[src/rtl/sound_wave_ram.sv]
// Channel-3 wave pattern RAM with CPU/channel access arbitration.
// Define WAVE_DMG_WINDOW_EN for the DMG access-window model (CGB model otherwise).
module sound_wave_ram #(
  parameter int WINDOW_CYCLES = 2
) (
  input  logic       clk,
  input  logic       rst,
  input  logic [3:0] a,
  input  logic [7:0] din,
  input  logic       wr,
  input  logic       rd,
  output logic [7:0] dout,
  input  logic       ch_on,
  input  logic [3:0] wave_a,
  input  logic       fetch,
  output logic [7:0] wave_d
);

`ifdef WAVE_DMG_WINDOW_EN
  localparam bit DMG_WINDOW = 1'b1;
`else
  localparam bit DMG_WINDOW = 1'b0;
`endif

  localparam logic [3:0] WIN_LD = 4'(WINDOW_CYCLES);

  logic [7:0] mem [16];
  logic [3:0] last_a;
  logic [3:0] win_cnt;

  logic [3:0] ea;
  logic       win_open;
  logic       cpu_ok;
  logic       cpu_wr;
  logic       cpu_rd;
  logic       fwd;

  // last_a is the pre-fetch value here, so a same-cycle fetch never
  // redirects the CPU access it coincides with.
  assign ea       = ch_on ? last_a : a;
  assign win_open = (win_cnt != 4'd0);
  assign cpu_ok   = !ch_on || !DMG_WINDOW || win_open;
  assign cpu_wr   = wr && cpu_ok && !rst;
  assign cpu_rd   = rd && cpu_ok;
  assign fwd      = cpu_wr && (ea == wave_a);

  always_ff @(posedge clk) begin
    if (cpu_wr) begin
      mem[ea] <= din;
    end
  end

  always_ff @(posedge clk) begin
    if (rst) begin
      dout <= 8'hFF;
    end else if (rd) begin
      dout <= cpu_rd ? mem[ea] : 8'hFF;
    end
  end

  always_ff @(posedge clk) begin
    if (rst) begin
      wave_d <= 8'h00;
      last_a <= 4'd0;
    end else if (fetch) begin
      wave_d <= fwd ? din : mem[wave_a];
      last_a <= wave_a;
    end
  end

  always_ff @(posedge clk) begin
    if (rst) begin
      win_cnt <= 4'd0;
    end else if (fetch) begin
      win_cnt <= WIN_LD;
    end else if (win_open) begin
      win_cnt <= win_cnt - 4'd1;
    end
  end

endmodule

[config.mk]
export PLATFORM = sky130hd
export DESIGN_NAME = sound_wave_ram
export DESIGN_NICKNAME = d
export VERILOG_FILES = /design/src/rtl/sound_wave_ram.sv
export SDC_FILE = /design/constraint.sdc
export NUM_CORES = 1
export LEC_CHECK = 0
export BUFFER_PORTS_ARGS = -buffer_cell sky130_fd_sc_hd__buf_2
export CORE_ASPECT_RATIO = 2
export CORE_UTILIZATION = 35
export DETAILED_ROUTE_END_ITERATION = 12
export PLACE_DENSITY = 0.59
export SYNTH_ARGS = -nofsm -noshare
export SYNTH_HDL_FRONTEND = slang
export SYNTH_SLANG_ARGS = --single-unit
export TNS_END_PERCENT = 50
[constraint.sdc]
create_clock -name clk -period 5 [get_ports clk]
set_input_delay 0.5 -clock clk [delete_from_list [all_inputs] [get_ports clk]]
set_output_delay 0.5 -clock clk [all_outputs]
set_load 0.01 [all_outputs]
== Word-level counts from Yosys, hierarchy flattened ==
Memory sizes are Yosys's and may differ from the RTL's. A register that Yosys moved wholly into a read port is not among the register bits.
Cells that the tools add are included.

* Flip-flop bits (word level): 4
* Bits in writable memories: 128
* Input bits: 22
* Output and inout bits: 16
* Word-level logic and storage cells: 7
* Memories kept: 1

{| class="wikitable"
|+ Memory list
! name !! words !! bits a word !! read ports !! clocked after Yosys merged registers in !! wr ports !! line !! RTL
|-
| mem || 16 || 8 || 2 || 2 || 1 || 27 || <nowiki>logic [7:0] mem [16];</nowiki>
|}

* Multiplexer cells: 3
* Reductions and logical operators: 2

{| class="wikitable"
|+ Operators with widths
! cell !! count
|-
| $mux 4 || 1
|-
| $mux 1 || 2
|-
| $logic_and 1x1->1 || 1
|-
| $logic_not 1->1 || 1
|}

== Longest topological paths before layout ==
Gate-level depths: netlist of the first run.

* Word-level depth: 4
* Gate-level depth with buffers: 7
* Depth with buffers taken out: 5

== Least setup slack after synthesis of the first run ==
OpenSTA, ideal clock, no wires.

* Path type: input to register
* Start: input port ch_on
* End: memory mem[2][0], enable pin
* Setup time: 383 ps
* Arrival: 2,104 ps
* Data required time: 4,617 ps
* Setup slack: 2,512 ps
* Stages: 5
* Path buffers: 2
* Cells stage by stage: clkbuf_1 -> nor3b_1 -> clkbuf_1 -> nor2_1 -> nor3_1

* Longest elaborated chain between the ends: 1

{| class="wikitable"
|+ Ends and longest elaborated chain
! element !! line !! RTL
|-
| start: declaration || 13 || <nowiki>input logic ch_on,</nowiki>
|-
| $mux 4 || 40 || <nowiki>assign ea = ch_on ? last_a : a;</nowiki>
|-
| end: declaration || 27 ||
|}

Every way passes these cells.

== Final worst setup path of the first run ==
* Start: register last_a[0]
* End: memory mem[3][2], enable pin

* Longest elaborated chain between the ends: 1

{| class="wikitable"
|+ Ends and longest elaborated chain
! element !! line !! RTL
|-
| start: declaration || 28 || <nowiki>logic [3:0] last_a;</nowiki>
|-
| start signal: assignment || 67 || <nowiki>last_a <= wave_a;</nowiki>
|-
| $mux 4 || 40 ||
|}

Every way passes these cells.

==> results of run 1 <==
layer usage:
metal | track usage | vias up | wire [um]
met4 | 0.176 | 2 | 1910
met5 | 0 | - | 13
met2 | 0.442 | 434 | 13400
met3 | 0.0667 | 106 | 2370
met1 | 0.282 | 2569 | 7650
li1 | - | 2133 | -
power groups by stage:
stage	registers, mW	logic [mW]	clock network [mW]
finish	1.38	0.281	1.37
global route	1.38	0.295	1.42
CTS	1.38	0.270	1.37
detailed placement	1.40	0.270	0
global placement	1.40	0.265	0
floorplan	1.40	0.153	0
stage by stage:
stage / util / hold WS, ns / cell area, um^2 / instances / setup slack (ns)
5_1_grt: 0.419 / 0.410 / 8150 / 815 / 2.19
3_5_place_dp: 0.386 / 0.448 / 7520 / 783 / 1.94
2_1_floorplan: - / 0.507 / 6990 / 511 / 2.51
4_1_cts: 0.419 / 0.402 / 8150 / 815 / 2.36
3_3_place_gp: 0.385 / 0.459 / 7500 / 783 / 1.76
6_report: 0.419 / 0.406 / 8150 / 815 / 2.41
registers in the layout, summed over array words and instances (netlist names):
signal / flops
dout: 8
last_a: 4
mem: 128
wave_d: 8
worst min-delay path by stage:
stage / from / end / slack (ns) / cells after the start
3_3_place_gp: dout[6] / dout[6] / 0.46 / 2
2_1_floorplan: dout[7] / dout[7] / 0.51 / 2
3_5_place_dp: wave_d[5] / wave_d[5] / 0.45 / 2
6_report: rst / last_a[1] / 0.41 / 2
5_1_grt: rst / last_a[1] / 0.41 / 2
4_1_cts: rst / last_a[1] / 0.40 / 2
layout by cell type, fill, tap and decap left out, drive strengths merged, types with 3 or more instances in the layout:
master    count
nor3b         4
xnor2         4
mux2i         8
bufinv        4
inv          23
clkinv        3
o221ai        8
buf          59
mux4         40
nor4          8
nand2         8
a21oi         8
clkbuf       18
nor3         18
clkinvlp      3
and3b         4
o21ai       137
edfxtp      128
dfxtp        20
a41oi        32
a31oi         3
nor2         10
cell type report:
class                   count  area [um^2]  share of cell area
flip-flops and latches    148         4240               0.520
clock inverters            14          203              0.0249
inverters                  19         71.3             0.00875
repair buffers             59          350              0.0430
clock buffers              18          429              0.0526
well taps                 259          324              0.0397
multi-input cells         298         2530               0.311
cell families after synthesis:
logic type	synth area share
flops	0.607
buf+inv	0.0376
simple gates	0.0446
mux	0.140
xor+xnor	0.00501
compound gates	0.166
critical path: stages (launching register included):
cell and delay, ns:
dfxtp_1 0.44, and3_1 0.20, buf_4 0.35, nor2_1 0.17, nor3_1 1.01
==> impl_metrics.yaml, run 1 <==
run_status:
  status: "complete, no violations"
sta:
  finalCritPeriodShare: 0.517
  fmax_ghz: 0.387
  tightest_slew_ns: 1.33
  setup_viol: 0
  rsz0062_at_grt: "false"
  tns_ns: 0
  fin_crit_ns: 2.59
  finalHoldViolations: 0
  relSlewSlack: 0.110
  worst_clock_skew_ns: 0.0107
  drv_slew: 0
drt:
  via_per_inst: 6.43
  drt_first_pass_iters: 6
  final_antenna_net_count: 0
  wl_um: 25400
  wl_per_cell_um: 31.1
  first_iter_violations: 825
  vias: 5244
  route.detailed.drc: 0
global_routing:
  globalRoute.totalOverflow: 0
  grt_pass1_wl_um: 36700
  antenna_found_initial: 1
  grt_max_degree: 35
  grt_pass1_vias: 5332
  gr-usage-all-layers: 0.262
clocking:
  clock_sinks: 148
  htree_levels: 4
  cts_buffer_depth: 2
  cts_buffers: 17
  cts_setup_buffers: 0
  cts_resized: 0
  cts_root_buf: "clkbuf_16"
  clock_latency_ns: 0.43
  clkTransAtPathRegs_ns: 0.07
  cts_hold_buffers: 0
  cts_tree: "built"
worst_setup_path:
  critical_path.reg2reg.startpoint: "last_a[0]"
  critical_path_class: "reg2reg"
  ff2ff_setup_slack_ns: 2.41
  crit_arrival_ns: 2.62
  critPathRequiredTime_ns: 5.04
  cp-endpoint: "mem[3][2]"
  crit_start: "last_a[0]"
  critPathLaunchType: "register"
  r2r_cells: 4
  r2r_end: "mem[3][2]"
  crit_path_end_kind: "register"
  crit_fanout: 33
logic_synthesis:
  synth_common_cells: "edfxtp_1, o21ai_0, mux4_2"
  syn_area_per_cell_um2: 13.7
  ys_ff_latch: 148
  ys_seq_area_frac: 0.607
  synthFlopType: "edfxtp_1"
  async_flop_share: 0
  synth.distinct_cells: 30
  syn_area_um2: 6990
  yosys.area.top_type_share: 0.550
  syn_nets: 533
  ys_top_cells_by_area: "edfxtp_1, mux4_2, o21ai_0"
  syn_inst: 511
  yosysWarningCount: 0
  synth_edf_count: 128
  yosysTopAreaCell: "edfxtp_1"
cells_and_area:
  area_delta_synth_final_pct: 16.6
  num-nets-final: 565
  fill_cells: 1776
  drive_gt1_frac: 0.268
  antennaDiodeCount: 0
worst_hold_path:
  hold_class: "in2reg"
flow_run:
  drv_cap: 0
die:
  design.die.area_um2: 20600
  initial_core_util: 0.359
  coreArea_um2: 19500
  pin_count: 38
  die_x_um: 102
  rows: 72
  die_y_um: 202
power:
  switching_share: 0.240
  power_density_nw_per_um2: 371
  p_total_mw: 3.03
  p_int_mw: 2.30
  p_seq_frac: 0.455
  p_leak_nw: 2.55
  peakVddDrop_mv: 0.238
  p_switching_mw: 0.726
  combPwrFrac: 0.093
  pwr-share-clk: 0.452
placed_design:
  gp_routability_congestion: 0.926
  post-dp-hpwl_um: 16500
  portBuffers: 37
No activity file was read; power rests on OpenSTA's default activity.
==> run 2, diff against run 1 <==
- PLACE_DENSITY: 0.59 -> 0.6
- clock period: 5 -> 2.3 ns (I/O delays scaled with it)
==> run 2 against run 1 <==
Design area up 4.1%. Worst setup slack worse by 2.3 ns. Power up 110%. Register-to-register slack worse by 2.3 ns. Die area unchanged. Via count up 0.27%. Clock-buffer cell count up 5. Combinational power up 130%. Sequential power up 120%. Maximum frequency up 18%. Cell count up 5.2%.
==> impl_metrics.yaml, run 2 (same netlist as run 1, synthesis figures left out) <==
sta:
  fin_crit_ns: 2.19
  drv_slew: 0
  fmax_ghz: 0.456
  tightest_slew_ns: 0.586
  finalCritPeriodShare: 0.954
  worst_hold_slack_ns: 0.166
  setup_viol: 0
  tns_ns: 0
  finalHoldViolations: 0
  relSlewSlack: 0.606
  worst_clock_skew_ns: 0.0109
clocking:
  htree_levels: 4
  clkTransAtPathRegs_ns: 0.06
  cts_resized: 2
  clock_latency_ns: 0.43
  cts_tree: "built"
  clock_sinks: 148
  cts_setup_buffers: 0
  cts_buffers: 17
  cts_buffer_depth: 2
  cts_hold_buffers: 0
  cts_root_buf: "clkbuf_16"
die:
  die_y_um: 202
  design.die.area_um2: 20600
  die_x_um: 102
  initial_core_util: 0.359
  rows: 72
  coreArea_um2: 19500
  pin_count: 38
cells_and_area:
  reg.largest.list: "mem (128), dout (8), wave_d (8)"
  drive_gt1_frac: 0.314
  antennaDiodeCount: 0
  regMostFlops: "mem"
  multiInputGateArea_um2: 2530
  postLayoutCoreUtil: 0.436
  instances_no_fill: 857
  layout_common_cells: "o21ai_0, edfxtp_1, buf_4"
  fill_cells: 1767
  largest_register_ff_count: 128
  num-nets-final: 607
  regArea_um2: 4240
  area_delta_synth_final_pct: 21.4
drt:
  wl_met2_um: 12000
  first_iter_violations: 613
  vias: 5258
  wl_um: 22400
  highest_layer: "met4"
  wl_met3_um: 1460
  via_per_inst: 6.14
  route.detailed.drc: 0
  drt-met1-wl_um: 7180
  final_antenna_net_count: 0
  drt_first_pass_iters: 6
  wl_per_cell_um: 26.1
global_routing:
  globalRoute.totalOverflow: 0
  grt_pass1_vias: 5399
  antenna_found_initial: 0
  gr-usage-all-layers: 0.229
  grt_max_degree: 34
  grt_pass1_wl_um: 33100
worst_setup_path:
  critPathLaunchType: "register"
  crit_arrival_ns: 2.50
  crit_path_end_kind: "register"
  ff2ff_setup_slack_ns: 0.11
  critical_path_class: "reg2reg"
  crit_fanout: 16
  critPathRequiredTime_ns: 2.60
  r2r_cells: 7
run_status:
  status: "complete, no violations"
placed_design:
  dp.cells: 825
  post-dp-hpwl_um: 15800
  portBuffers: 37
  gp_routability_congestion: 0.923
power:
  peakVddDrop_mv: 0.575
  power_density_nw_per_um2: 744
  p_total_mw: 6.31
  p_leak_nw: 2.78
flow_run:
  drv_cap: 0
worst_hold_path:
  hold_class: "in2reg"
  whs_path_depth: 3
## run 2: worst paths after layout
path	start	endpoint
worst max-delay path	last_a[1]	dout[5]
worst min-delay path	fetch	last_a[1]
worst max register to register	last_a[1]	dout[5]
worst min register to register	dout[4]	dout[4]
## run 2: worst max-delay path, cell delays in order, from the launching register on
cell     delay, ns
dfxtp_1       0.43
and3b_2       0.39
buf_4         0.25
o21ai_0       0.17
a41oi_1       0.18
nor4_2        0.43
buf_4         0.17
o21ai_1       0.05
## run 2: final cells by class
| class | count | area share |
|---|---|---|
| Multi-Input combinational cell | 298 | 0.298 |
| Clock inverter | 9 | 0.00855 |
| Timing Repair Buffer | 101 | 0.0888 |
| Tap cell | 259 | 0.0382 |
| Sequential cell | 148 | 0.500 |
| Clock buffer | 23 | 0.0577 |
| Inverter | 19 | 0.00840 |
## run 2: metal layers
layer,vias to the layer above,track usage
li1,2220,-
met1,2565,0.236
met2,372,0.404
met3,101,0.0384
met4,0,0.167
met5,-,0
## run 2: power by group
part	total, mW	switching, mW	internal [mW]	leakage, nW
Combinational	0.649	0.387	0.263	1.17
Sequential	2.99	0.0282	2.96	1.32
Clock	2.67	1.07	1.60	0.284
## run 2: stage by stage
stage / setup WS (ns) / area [um^2]
final: 0.106 / 8490
after global routing: -0.0448 / 8490
after CTS: 0.0874 / 8470
after detailed placement: -0.0830 / 7900
after global placement: -0.0596 / 7900
after floorplan: 0.0825 / 6990
